**src/rtl/pong_pkg.sv**
```systemverilog
// Shared pong definitions: PS/2 make codes, paddle controller states and the
// default screen/paddle geometry used by both the controller and the renderer.
package pong_pkg;

  localparam int DEF_SCREEN_H    = 480;
  localparam int DEF_PADDLE_H    = 64;
  localparam int DEF_STEP_SLOW   = 4;
  localparam int DEF_STEP_FAST   = 8;
  localparam int DEF_RAMP_FRAMES = 8;
  localparam int DEF_Y_W         = 10;

  localparam logic [7:0] KEY_W     = 8'h1D;
  localparam logic [7:0] KEY_S     = 8'h1B;
  localparam logic [7:0] KEY_I     = 8'h43;
  localparam logic [7:0] KEY_K     = 8'h42;
  localparam logic [7:0] KEY_SPACE = 8'h29;
  localparam logic [7:0] KEY_P     = 8'h4D;
  localparam logic [7:0] KEY_ESC   = 8'h76;

  typedef enum logic [1:0] {
    ST_IDLE      = 2'd0,
    ST_MOVE_SLOW = 2'd1,
    ST_MOVE_FAST = 2'd2,
    ST_PAUSED    = 2'd3
  } ctrl_state_t;

endpackage

```
**src/rtl/paddle_axis.sv**
```systemverilog
// One paddle: position register with saturating up/down steps, a hold counter
// that ramps the step size, and a load-to-centre input.
module paddle_axis #(
  parameter int Y_W         = 10,
  parameter int Y_MAX       = 416,
  parameter int CENTER      = 208,
  parameter int STEP_SLOW   = 4,
  parameter int STEP_FAST   = 8,
  parameter int RAMP_FRAMES = 8,
  parameter int HOLD_W      = 4
) (
  input  logic              clk,
  input  logic              rst_n,
  input  logic              up,
  input  logic              down,
  input  logic              clr,
  input  logic              center,
  output logic [Y_W-1:0]    y,
  output logic [HOLD_W-1:0] hold_cnt
);

  logic [Y_W-1:0]    y_q, y_d;
  logic [HOLD_W-1:0] hold_q, hold_d;
  logic [Y_W:0]      step;
  logic [Y_W:0]      sum;

  always_comb begin
    // A clearing cycle counts as hold 0, so a fresh press always starts slow.
    step   = (!clr && hold_q >= HOLD_W'(RAMP_FRAMES)) ? (Y_W+1)'(STEP_FAST)
                                                      : (Y_W+1)'(STEP_SLOW);
    sum    = '0;
    y_d    = y_q;
    hold_d = hold_q;
    if (up) begin
      sum = {1'b0, y_q} - step;
      y_d = sum[Y_W] ? '0 : sum[Y_W-1:0];
    end else if (down) begin
      sum = {1'b0, y_q} + step;
      y_d = (sum > (Y_W+1)'(Y_MAX)) ? Y_W'(Y_MAX) : sum[Y_W-1:0];
    end
    if (clr) begin
      hold_d = '0;
    end else if ((up || down) && hold_q < HOLD_W'(RAMP_FRAMES)) begin
      hold_d = hold_q + HOLD_W'(1);
    end
    if (center) begin
      y_d = Y_W'(CENTER);
    end
  end

  always_ff @(posedge clk) begin
    if (!rst_n) begin
      y_q    <= Y_W'(CENTER);
      hold_q <= '0;
    end else begin
      y_q    <= y_d;
      hold_q <= hold_d;
    end
  end

  assign y        = y_q;
  assign hold_cnt = hold_q;

endmodule

```
**src/rtl/pong_paddle_ctrl.sv**
```systemverilog
// Keyboard-driven paddle controller: turns the PS/2 held-key state into two
// paddle positions stepped once per frame, plus serve/pause/re-centre events.
module pong_paddle_ctrl
  import pong_pkg::*;
#(
  parameter int SCREEN_H    = DEF_SCREEN_H,
  parameter int PADDLE_H    = DEF_PADDLE_H,
  parameter int STEP_SLOW   = DEF_STEP_SLOW,
  parameter int STEP_FAST   = DEF_STEP_FAST,
  parameter int RAMP_FRAMES = DEF_RAMP_FRAMES,
  parameter int Y_W         = DEF_Y_W
) (
  input  logic           clk,
  input  logic           rst_n,
  input  logic           ps2_state,
  input  logic [7:0]     ps2_byte,
  input  logic           frame_tick,
  output logic [Y_W-1:0] paddle_l_y,
  output logic [Y_W-1:0] paddle_r_y,
  output logic           paused,
  output logic           serve_req
);

  localparam int Y_MAX  = SCREEN_H - PADDLE_H;
  localparam int CENTER = Y_MAX / 2;
  localparam int HOLD_W = $clog2(RAMP_FRAMES + 1);

  logic        st_q, st_prev_q;
  logic [7:0]  byte_q, byte_prev_q;
  ctrl_state_t state_q, state_d;
  logic        paused_q, paused_d;
  logic        serve_q, serve_d;

  logic press, esc_press, p_press, space_press;
  logic key_w, key_s, key_i, key_k, move_key;
  logic move_tick, axis_clr;
  logic [HOLD_W-1:0] hold_l, hold_r, act_hold;

  always_comb begin
    press       = st_q && (!st_prev_q || (byte_q != byte_prev_q));
    esc_press   = press && (byte_q == KEY_ESC);
    p_press     = press && (byte_q == KEY_P);
    space_press = press && (byte_q == KEY_SPACE);
    key_w       = st_q && (byte_q == KEY_W);
    key_s       = st_q && (byte_q == KEY_S);
    key_i       = st_q && (byte_q == KEY_I);
    key_k       = st_q && (byte_q == KEY_K);
    move_key    = key_w || key_s || key_i || key_k;
    move_tick   = frame_tick && !paused_q && !esc_press;
    axis_clr    = press || !st_q || (frame_tick && paused_q);
    act_hold    = (key_w || key_s) ? hold_l : hold_r;
  end

  always_comb begin
    state_d = state_q;
    if (p_press) begin
      state_d = (state_q == ST_PAUSED) ? ST_IDLE : ST_PAUSED;
    end else if (esc_press) begin
      state_d = ST_IDLE;
    end else if (state_q != ST_PAUSED) begin
      if (!move_key) begin
        state_d = ST_IDLE;
      end else if (press || state_q == ST_IDLE) begin
        state_d = ST_MOVE_SLOW;
      end else if (act_hold >= HOLD_W'(RAMP_FRAMES)) begin
        state_d = ST_MOVE_FAST;
      end
    end
    paused_d = (state_d == ST_PAUSED);
    serve_d  = space_press && !paused_q;
  end

  always_ff @(posedge clk) begin
    if (!rst_n) begin
      st_q        <= 1'b0;
      st_prev_q   <= 1'b0;
      byte_q      <= '0;
      byte_prev_q <= '0;
      state_q     <= ST_IDLE;
      paused_q    <= 1'b0;
      serve_q     <= 1'b0;
    end else begin
      st_q        <= ps2_state;
      st_prev_q   <= st_q;
      byte_q      <= ps2_byte;
      byte_prev_q <= byte_q;
      state_q     <= state_d;
      paused_q    <= paused_d;
      serve_q     <= serve_d;
    end
  end

  paddle_axis #(
    .Y_W(Y_W), .Y_MAX(Y_MAX), .CENTER(CENTER), .STEP_SLOW(STEP_SLOW),
    .STEP_FAST(STEP_FAST), .RAMP_FRAMES(RAMP_FRAMES), .HOLD_W(HOLD_W)
  ) u_axis_l (
    .clk(clk), .rst_n(rst_n),
    .up(move_tick && key_w), .down(move_tick && key_s),
    .clr(axis_clr), .center(esc_press),
    .y(paddle_l_y), .hold_cnt(hold_l)
  );

  paddle_axis #(
    .Y_W(Y_W), .Y_MAX(Y_MAX), .CENTER(CENTER), .STEP_SLOW(STEP_SLOW),
    .STEP_FAST(STEP_FAST), .RAMP_FRAMES(RAMP_FRAMES), .HOLD_W(HOLD_W)
  ) u_axis_r (
    .clk(clk), .rst_n(rst_n),
    .up(move_tick && key_i), .down(move_tick && key_k),
    .clr(axis_clr), .center(esc_press),
    .y(paddle_r_y), .hold_cnt(hold_r)
  );

  assign paused    = paused_q;
  assign serve_req = serve_q;

endmodule

```
**config.mk**
```make
export PLATFORM = sky130hd
export DESIGN_NAME = pong_paddle_ctrl
export DESIGN_NICKNAME = d
export VERILOG_FILES = /design/src/rtl/pong_pkg.sv /design/src/rtl/paddle_axis.sv /design/src/rtl/pong_paddle_ctrl.sv
export SDC_FILE = /design/constraint.sdc
export NUM_CORES = 1
export LEC_CHECK = 0
export BUFFER_PORTS_ARGS = -buffer_cell sky130_fd_sc_hd__buf_2
export CAP_MARGIN = 20
export CORE_UTILIZATION = 30
export CTS_BUF_LIST = sky130_fd_sc_hd__clkbuf_4 sky130_fd_sc_hd__clkbuf_8
export CTS_CLUSTER_DIAMETER = 150
export DETAILED_ROUTE_END_ITERATION = 6
export PLACE_DENSITY_LB_ADDON = 0.3
export SYNTH_ARGS = -nofsm -noshare
export SYNTH_HDL_FRONTEND = slang
export SYNTH_SLANG_ARGS = --single-unit
```
**constraint.sdc**
```tcl
create_clock -name clk -period 4.15 [get_ports clk]
set_input_delay 0.415 -clock clk [delete_from_list [all_inputs] [get_ports clk]]
set_output_delay 0.415 -clock clk [all_outputs]
set_load 0.005 [all_outputs]
```
==> results of run 1 <==
area by class of cell:
class / instances / area [sq um] / area share, %
Clock inverter: 3 / 28.8 / 0.837
Multi-Input combinational cell: 307 / 2020 / 58.7
Timing Repair Buffer: 33 / 175 / 5.09
Tap cell: 133 / 166 / 4.84
Inverter: 16 / 60.1 / 1.75
Sequential cell: 46 / 921 / 26.8
Clock buffer: 5 / 68.8 / 2.00
power groups by stage:
stage	clock, W	sequential, W	combinational [W]
after detailed placement	0	0.000471	0.0000408
final	0.000307	0.000461	0.0000406
after CTS	0.000320	0.000461	0.0000410
after floorplan	0	0.000466	0.0000354
after global routing	0.000340	0.000463	0.0000450
after global placement	0	0.000471	0.0000407
per-layer routing:
metal / vias to the layer above / wire length [um] / track usage (%) / part of all wire, %
met2: 66 / 3230 / 20.8 / 45
li1: 1415 / - / - / -
met4: 0 / 85 / 4.39 / 1.2
met3: 6 / 239 / 2.27 / 3.3
met5: - / 0 / 0 / 0
met1: 1315 / 3620 / 18.9 / 50
how the worst min path moves through the flow:
stage	endpoint	slack (ns)	cells after the start
finish	byte_q[7]	0.30	2
global route	byte_q[3]	0.28	2
CTS	byte_q[2]	0.29	2
detailed placement	u_axis_r.hold_cnt[1]	0.51	2
global placement	u_axis_l.hold_cnt[2]	0.50	2
floorplan	u_axis_r.hold_cnt[1]	0.48	2
stage by stage:
stage          power, W  setup WS (ns)  cells
3_5_place_dp   0.000512          0.376    535
2_1_floorplan  0.000501          0.437    395
4_1_cts        0.000821          0.308    543
5_1_grt        0.000848         0.0353    543
3_3_place_gp   0.000511          0.468    535
6_report       0.000808          0.295    543
worst max-delay path: cells and delay by family (launching register included):
family | cells | cell delay [ns]
AOI/OAI and AO/OA | 4 | 0.61
xor gates and xnor gates | 1 | 0.18
adders and majority gates | 2 | 0.77
buffers and inverters | 1 | 0.13
DFF | 1 | 0.62
and+or+nand+nor | 5 | 1.49
state kept, by name, indices dropped and copies added (netlist names):
| name | cells |
|---|---|
| u_axis_r.hold_cnt | 4 |
| paused | 1 |
| byte_q | 8 |
| u_axis_r.y | 8 |
| u_axis_l.hold_cnt | 4 |
| st_q | 1 |
| st_prev_q | 1 |
| state_q | 2 |
| serve_req | 1 |
| byte_prev_q | 8 |
| u_axis_l.y | 8 |
cell families (layout without fill, tap and decap cells):
| group | Yosys count | in the layout | synth area share (%) |
|---|---|---|---|
| AO/OA/AOI/OAI | 88 | 88 | 18.4 |
| XOR/XNOR | 17 | 17 | 4.79 |
| adder cells (fa/ha/maj) | 18 | 18 | 8.21 |
| buffers and inverters | 42 | 57 | 5.83 |
| flip-flops | 46 | 46 | 29.6 |
| multiplexers | 3 | 3 | 1.01 |
| other | 1 | 4 | 0.121 |
| AND/OR/NAND/NOR | 177 | 177 | 32.1 |
layout by cell type, fill, tap and decap left out, types with 9 or more instances in the layout:
master    n
nand3_1  11
inv_1    15
nand2_1  40
ha_1     14
and2_1   19
a21oi_1  25
buf_2    29
o21ai_0   9
xnor2_1  14
dfxtp_1  46
nor2_1   29
nor3_1   18
==> flow_summary.toml, run 1 <==
[logic_synthesis]
synth.distinct_cells = 64
ys.flop_type = "dfxtp_1"
yosysSeqAreaShare_pct = 29.6
ys_async_sr_fraction_pct = 0
syn_area_per_cell_sq_um = 7.93
yosysTopAreaCellShare_pct = 29.6
netlist_top_cells_area = "dfxtp_1 30%, ha_1 5.6%, nand2_1 4.8%, a21oi_1 4.0%, xnor2_1 3.9%"
syn_area_sq_mm = 0.00311
yosysTopAreaCell = "dfxtp_1"
postSynthCellCount = 392
synthTopCellsByCount = "46 x dfxtp_1, 40 x nand2_1, 29 x nor2_1"
synth_most_common_cell = "dfxtp_1"
synth-edff-count = 0
ys_ff_latch = 46
ys_warn_count = 0

[setup_path]
worstReg2RegEnd = "u_axis_r.y[2]"
reg2reg_depth = 13
end_kind = "register"
crit_type = "reg2reg"
critPathLaunch = "byte_q[0]"
crit_path_start_kind = "register"
crit_fanout = 13
max_stage_delay_ns = 0.62
required_ns = 4.39
r2r_setup_slack_ns = 0.29
arrival_ns = 4.10
r2r_start = "byte_q[0]"
crit_path_cell_trace = "xnor2_1 > nand2_1 > nor3_2 > and4_1 > inv_1 > ha_1 > fa_1 > or3b_1 > a21oi_1 > a211oi_1 > o22a_1 > or4_1 > a21oi_1"
crit_path_frequent_cell = "a21oi_1"
slowest_stage = "dfxtp_1"
crit_path_end = "u_axis_r.y[2]"

[cts]
cts_resized = 0
cts_buffer_depth = 2
cts_max_level = 2
clk_latency_ns = 0.32
cts_sinks = 46
clk_pin_slew_ns = 0.11
cts_setup_buffers = 0
cts_buffers = 5
cts_tree = "done"
cts_hold_buf = 0
cts_root_buf = "clkbuf_8"

[detailed_routing]
viasPerCell = 5.16
postRouteWirelength_um = 7170
drc_errors = 0
ant_nets = 0
wl_per_cell_um = 13.2
dr.pass1.iters = 4
num_vias = 2802
drt_iter0_markers = 131

[finish]
design_area_sq_mm = 0.00344
fill_cells = 1084
drive_gt1_share_pct = 12.4
areaGrowthSynthToFinish_pct = 10.6
finalCoreUtilization_pct = 34.7
nets = 439
diodes = 0

[pwr]
power.density_mw_per_mm2 = 235
p_sw_w = 0.000213
power_frac_seq_pct = 57.0
irDropWorstVdd_mv = 0.129
pwr-share-comb_pct = 5.0
netSwitchingFraction_pct = 26.3
p_leak_nw = 1.31
p_int_w = 0.000595
pwr-share-clk_pct = 38.0

[place]
io_buffers = 29
dpl_cell_area_sq_mm = 0.00334
dp_hpwl_um = 5320
gp_congestion = 0.848

[run_status]
status = "complete, no violations"

[timing]
setup-tns-final_ns = 0
setup_viol = 0
period_needed_ns = 3.86
slew_headroom_pct = 62.1
post-route-period-util_pct = 92.9
rsz0062_at_grt = "false"
finalClockSkew_ns = 0.0203
tightest_slew_ns = 0.564
hold_violations = 0
clock.fmax_mhz = 259
drv_slew = 0
finalHoldWorstSlack_ns = 0.304

[floorplan]
pin_count = 34
start_util_pct = 31.4
die_w_um = 104
fp.dieArea_sq_mm = 0.0108
die_h_um = 104
num_rows = 36
core_sq_mm = 0.00991

[min_path]
min_from = "ps2_byte[7]"
hp-class = "in2reg"

[global_routing]
grt_pass1_vias = 2523
grt_pass1_wl_um = 12100
antenna_found_initial = 0
grt_max_degree = 21
grtUsageTotal_pct = 13.5
overflow = 0

[job]
maxCapViolations = 0
Power figures use the tool's default switching activity.
==> run 2: changes to the inputs <==
--- a/config.mk
+++ b/config.mk
@@ -7,9 +7,10 @@
 export LEC_CHECK = 0
 export BUFFER_PORTS_ARGS = -buffer_cell sky130_fd_sc_hd__buf_2
 export CAP_MARGIN = 20
+export CORE_ASPECT_RATIO = 1.2
 export CORE_UTILIZATION = 30
 export CTS_BUF_LIST = sky130_fd_sc_hd__clkbuf_4 sky130_fd_sc_hd__clkbuf_8
-export CTS_CLUSTER_DIAMETER = 150
+export CTS_CLUSTER_DIAMETER = 80
 export DETAILED_ROUTE_END_ITERATION = 6
 export PLACE_DENSITY_LB_ADDON = 0.3
 export SYNTH_ARGS = -nofsm -noshare
==> run 2 against run 1 <==
Combinational power is essentially flat. Critical endpoint unchanged. Core utilization shrank 0.21 points. Hold slack gained 0.0091 ns. Final area grew 0.91%. Global-route usage grew 1.5 points. Largest power group unchanged. First-iteration DRC count grew 24%. Final cell count shrank 1.3%. Sequential cell count is the same.
==> flow_summary.toml, run 2 (synthesis gave the netlist of run 1 again) <==
[pwr]
p_int_w = 0.000710
power_frac_seq_pct = 50.6
power.density_mw_per_mm2 = 262
pwr-share-comb_pct = 4.5
p_sw_w = 0.000200
irDropWorstVdd_mv = 0.142
p_leak_nw = 1.32
netSwitchingFraction_pct = 21.9
pwr-share-clk_pct = 44.9

[detailed_routing]
drc_errors = 0
drt_iter0_markers = 162
viasPerCell = 5.25
dr.pass1.iters = 4
ant_nets = 0
wl_per_cell_um = 14.3
postRouteWirelength_um = 7650
num_vias = 2816

[setup_path]
crit_path_cell_trace = "xnor2_1 > nand4_1 > nor3_2 > and4_1 > inv_1 > ha_1 > fa_1 > or3b_1 > a21oi_1 > a211oi_1 > o22a_1 > or4_1 > a21oi_1"
crit_fanout = 10
r2r_setup_slack_ns = 0.38
slowest_stage = "fa_1"
reg2reg_depth = 13
max_stage_delay_ns = 0.52
end_kind = "register"
crit_type = "reg2reg"
crit_family = "simple AND/OR/NAND/NOR gates"
crit_path_start_kind = "register"
required_ns = 4.40
r2r_start = "byte_q[2]"
crit_path_frequent_cell = "a21oi_1"
path_buf_inv = 1
worstReg2RegEnd = "u_axis_r.y[2]"
arrival_ns = 4.02

[cts]
cts_setup_buffers = 0
clk_pin_slew_ns = 0.10
cts_hold_buf = 0
cts_resized = 0
cts_sinks = 46
cts_root_buf = "clkbuf_8"
cts_tree = "done"
cts_buffers = 5
cts_buffer_depth = 2
cts_max_level = 2
clk_latency_ns = 0.31

[place]
io_buffers = 29
dpl_cell_area_sq_mm = 0.00333
gp_congestion = 0.809
dp_hpwl_um = 5600

[timing]
drv_slew = 0
rsz0062_at_grt = "false"
tightest_slew_ns = 0.682
slew_headroom_pct = 54.1
clock.fmax_mhz = 265
hold_violations = 0
post-route-period-util_pct = 90.8
finalClockSkew_ns = 0.0107
setup_viol = 0
period_needed_ns = 3.77
setup-tns-final_ns = 0

[floorplan]
die_h_um = 114
start_util_pct = 30.9
core_sq_mm = 0.0101
die_w_um = 94.9
fp.dieArea_sq_mm = 0.0108
pin_count = 34
num_rows = 40

[finish]
nets = 439
finalCoreUtilization_pct = 34.5
drive_gt1_share_pct = 12.4
design_area_sq_mm = 0.00347
areaGrowthSynthToFinish_pct = 11.6
diodes = 0
layout_commonest_cell = "dfxtp_1"
final_cell_mix = "46 x dfxtp_1, 40 x nand2_1, 29 x nor2_1, 29 x buf_2, 25 x a21oi_1"

[global_routing]
grt_max_degree = 21
antenna_found_initial = 0
grt_pass1_wl_um = 12900
grt_pass1_vias = 2710
overflow = 0
grtUsageTotal_pct = 15.0

[min_path]
min_from = "ps2_byte[0]"
hp-class = "in2reg"
whs_endpoint = "byte_q[0]"
whs_path_depth = 2

[job]
maxCapViolations = 0

[run_status]
status = "complete, no violations"
-- run 2: how the worst max path moves through the flow --
stage	cells past startpoint	start	endpoint	slack, ns
4_1_cts	13	byte_q[2]	u_axis_r.y[2]	0.40
2_1_floorplan	15	byte_q[2]	u_axis_r.y[2]	0.44
3_3_place_gp	13	byte_q[0]	u_axis_r.y[4]	0.51
3_5_place_dp	13	byte_q[2]	u_axis_r.y[2]	0.42
5_1_grt	13	byte_q[0]	u_axis_l.y[4]	0.08
6_report	13	byte_q[2]	u_axis_r.y[2]	0.38
-- run 2: area by class of cell --
cell class / count / area (sq um)
clock buffer: 5 / 68.8
inverter: 16 / 60.1
fill: 1066 / 6590
sequential: 46 / 921
tap: 126 / 158
timing repair buffer: 33 / 175
multi-input combinational: 307 / 2020
clock inverter: 3 / 68.8
-- run 2: per-stage QoR --
| stage | total power [W] | hold WS [ns] | setup WS, ns | std cells |
|---|---|---|---|---|
| after floorplan | 0.000501 | 0.479 | 0.437 | 395 |
| after global placement | 0.000512 | 0.497 | 0.507 | 528 |
| after detailed placement | 0.000512 | 0.508 | 0.423 | 528 |
| after CTS | 0.000920 | 0.304 | 0.401 | 536 |
| after global routing | 0.000941 | 0.307 | 0.0840 | 536 |
| final | 0.000910 | 0.313 | 0.382 | 536 |
-- run 2: layer usage --
layer | wire length (um) | track usage, %
met1 | 3480 | 18.1
met2 | 3710 | 26.2
met3 | 289 | 2.80
met4 | 165 | 5.66
met5 | 0 | 0
-- run 2: power groups by stage --
stage,Sequential [W],Clock [W],Combinational (W)
2_1_floorplan,0.000466,0,0.0000354
3_3_place_gp,0.000471,0,0.0000410
3_5_place_dp,0.000471,0,0.0000410
4_1_cts,0.000461,0.000418,0.0000411
5_1_grt,0.000463,0.000433,0.0000458
6_report,0.000461,0.000408,0.0000409
==> run 3: changes to the inputs <==
--- a/config.mk
+++ b/config.mk
@@ -7,6 +7,8 @@
 export LEC_CHECK = 0
 export BUFFER_PORTS_ARGS = -buffer_cell sky130_fd_sc_hd__buf_2
 export CAP_MARGIN = 20
+export CELL_PAD_IN_SITES_DETAIL_PLACEMENT = 1
+export CELL_PAD_IN_SITES_GLOBAL_PLACEMENT = 2
 export CORE_ASPECT_RATIO = 1.2
 export CORE_UTILIZATION = 30
 export CTS_BUF_LIST = sky130_fd_sc_hd__clkbuf_4 sky130_fd_sc_hd__clkbuf_8
==> run 3 against run 2 <==
Setup slack better by 0.016 ns. Die area unchanged. Via count is 1.9% higher. Maximum frequency rose by 0.43%. Clock power fell by 27%. Non-clock buffer count increased by 4. Combinational power up 5.9%. First-iteration DRC count decreased by 51%. Hold slack improved by 0.0022 ns. Register-to-register slack gained 0.02 ns. Sequential power about the same. Global-route usage grew 2.0 points.
==> flow_summary.toml, run 3 (synthesis gave the netlist of run 1 again) <==
[cts]
cts_tree = "done"
cts_root_buf = "clkbuf_8"
clk_latency_ns = 0.31
cts_buffers = 5
cts_resized = 0
cts_setup_buffers = 0
cts_hold_buf = 0
cts_buffer_depth = 2
cts_sinks = 46
cts_max_level = 2
clk_pin_slew_ns = 0.09

[detailed_routing]
viasPerCell = 5.31
dr.pass1.iters = 4
num_vias = 2869
postRouteWirelength_um = 8480
ant_nets = 0
drt_iter0_markers = 79
wl_per_cell_um = 15.7
drc_errors = 0

[min_path]
whs_endpoint = "byte_q[5]"
whs_path_depth = 2
hp-class = "in2reg"
min_from = "ps2_byte[5]"

[timing]
rsz0062_at_grt = "false"
tightest_slew_ns = 0.875
setup-tns-final_ns = 0
drv_slew = 0
slew_headroom_pct = 41.7
clock.fmax_mhz = 267
hold_violations = 0
post-route-period-util_pct = 90.4
setup_viol = 0
finalHoldWorstSlack_ns = 0.315
finalClockSkew_ns = 0.0124
period_needed_ns = 3.75

[global_routing]
overflow = 0
grtUsageTotal_pct = 17.1
grt_pass1_vias = 2963
antenna_found_initial = 0
grt_pass1_wl_um = 14400
grt_max_degree = 21

[setup_path]
end_kind = "register"
worstReg2RegEnd = "u_axis_r.y[2]"
crit_fanout = 10
crit_path_start_kind = "register"
required_ns = 4.39
crit_type = "reg2reg"
reg2reg_depth = 13
r2r_start = "byte_q[2]"
arrival_ns = 3.99
r2r_setup_slack_ns = 0.40

[place]
io_buffers = 29
gp_congestion = 0.765
dp_hpwl_um = 6450

[floorplan]
fp.dieArea_sq_mm = 0.0108
die_w_um = 94.9
core_sq_mm = 0.0101
num_rows = 40
start_util_pct = 30.9
die_h_um = 114
pin_count = 34

[finish]
nets = 443
finalCoreUtilization_pct = 34.4
multiInputGateArea_sq_mm = 0.00202
areaGrowthSynthToFinish_pct = 11.3
layout_commonest_cell = "dfxtp_1"
drive_gt1_share_pct = 13.5
diodes = 0
fill_cells = 1257
register_area_sq_um = 921
final_cell_mix = "46 x dfxtp_1, 40 x nand2_1, 29 x nor2_1, 29 x buf_2, 25 x a21oi_1"

[pwr]
p_leak_nw = 1.33
irDropWorstVdd_mv = 0.150
p_total_w = 0.000799
power.density_mw_per_mm2 = 231

[job]
maxCapViolations = 0

[run_status]
status = "complete, no violations"
-- run 3: final cells by class --
type	instances	share of cell area, %
tap	126	4.56
multi-input combinational	307	58.4
inverter	16	1.74
sequential	46	26.6
timing repair buffer	37	5.93
clock inverter	1	0.145
clock buffer	7	2.60
-- run 3: worst max-delay path by stage --
stage	from	to	slack, ns	cells after the start
2_1_floorplan	byte_q[2]	u_axis_r.y[2]	0.44	15
6_report	byte_q[2]	u_axis_r.y[2]	0.40	13
4_1_cts	byte_q[2]	u_axis_r.y[2]	0.41	13
3_3_place_gp	byte_q[2]	u_axis_r.y[2]	0.49	13
3_5_place_dp	byte_q[2]	u_axis_r.y[2]	0.43	13
5_1_grt	byte_q[2]	u_axis_r.y[2]	0.05	13
-- run 3: report_power, final --
group	switching (W)	internal, W
sequential	0.0000100	0.000449
combinational	0.0000238	0.0000195
clock	0.000155	0.000141
-- run 3: through the flow --
step | instances | setup WS, ns | instance area (sq um)
2_1_floorplan | 395 | 0.437 | 3120
5_1_grt | 540 | 0.0498 | 3460
4_1_cts | 540 | 0.413 | 3460
6_report | 540 | 0.398 | 3460
3_3_place_gp | 532 | 0.489 | 3370
3_5_place_dp | 532 | 0.431 | 3370
-- run 3: per-layer routing --
metal	vias up	share of wire, %	global-route usage (%)
li1	1426	-	-
met1	1388	45	20.5
met2	41	50	30.3
met3	14	2.6	2.73
met4	0	2.0	6.06
met5	-	0	0
-- run 3: critical path, cell delays in order (launching register included) --
cell      delay [ns]
dfxtp_1         0.50
xnor2_1         0.16
nand4_1         0.12
nor3_2          0.32
and4_1          0.29
inv_1           0.09
ha_1            0.22
fa_1            0.53
or3b_1          0.40
a21oi_1         0.15
a211oi_1        0.08
o22a_1          0.27
or4_1           0.43
a21oi_1         0.13
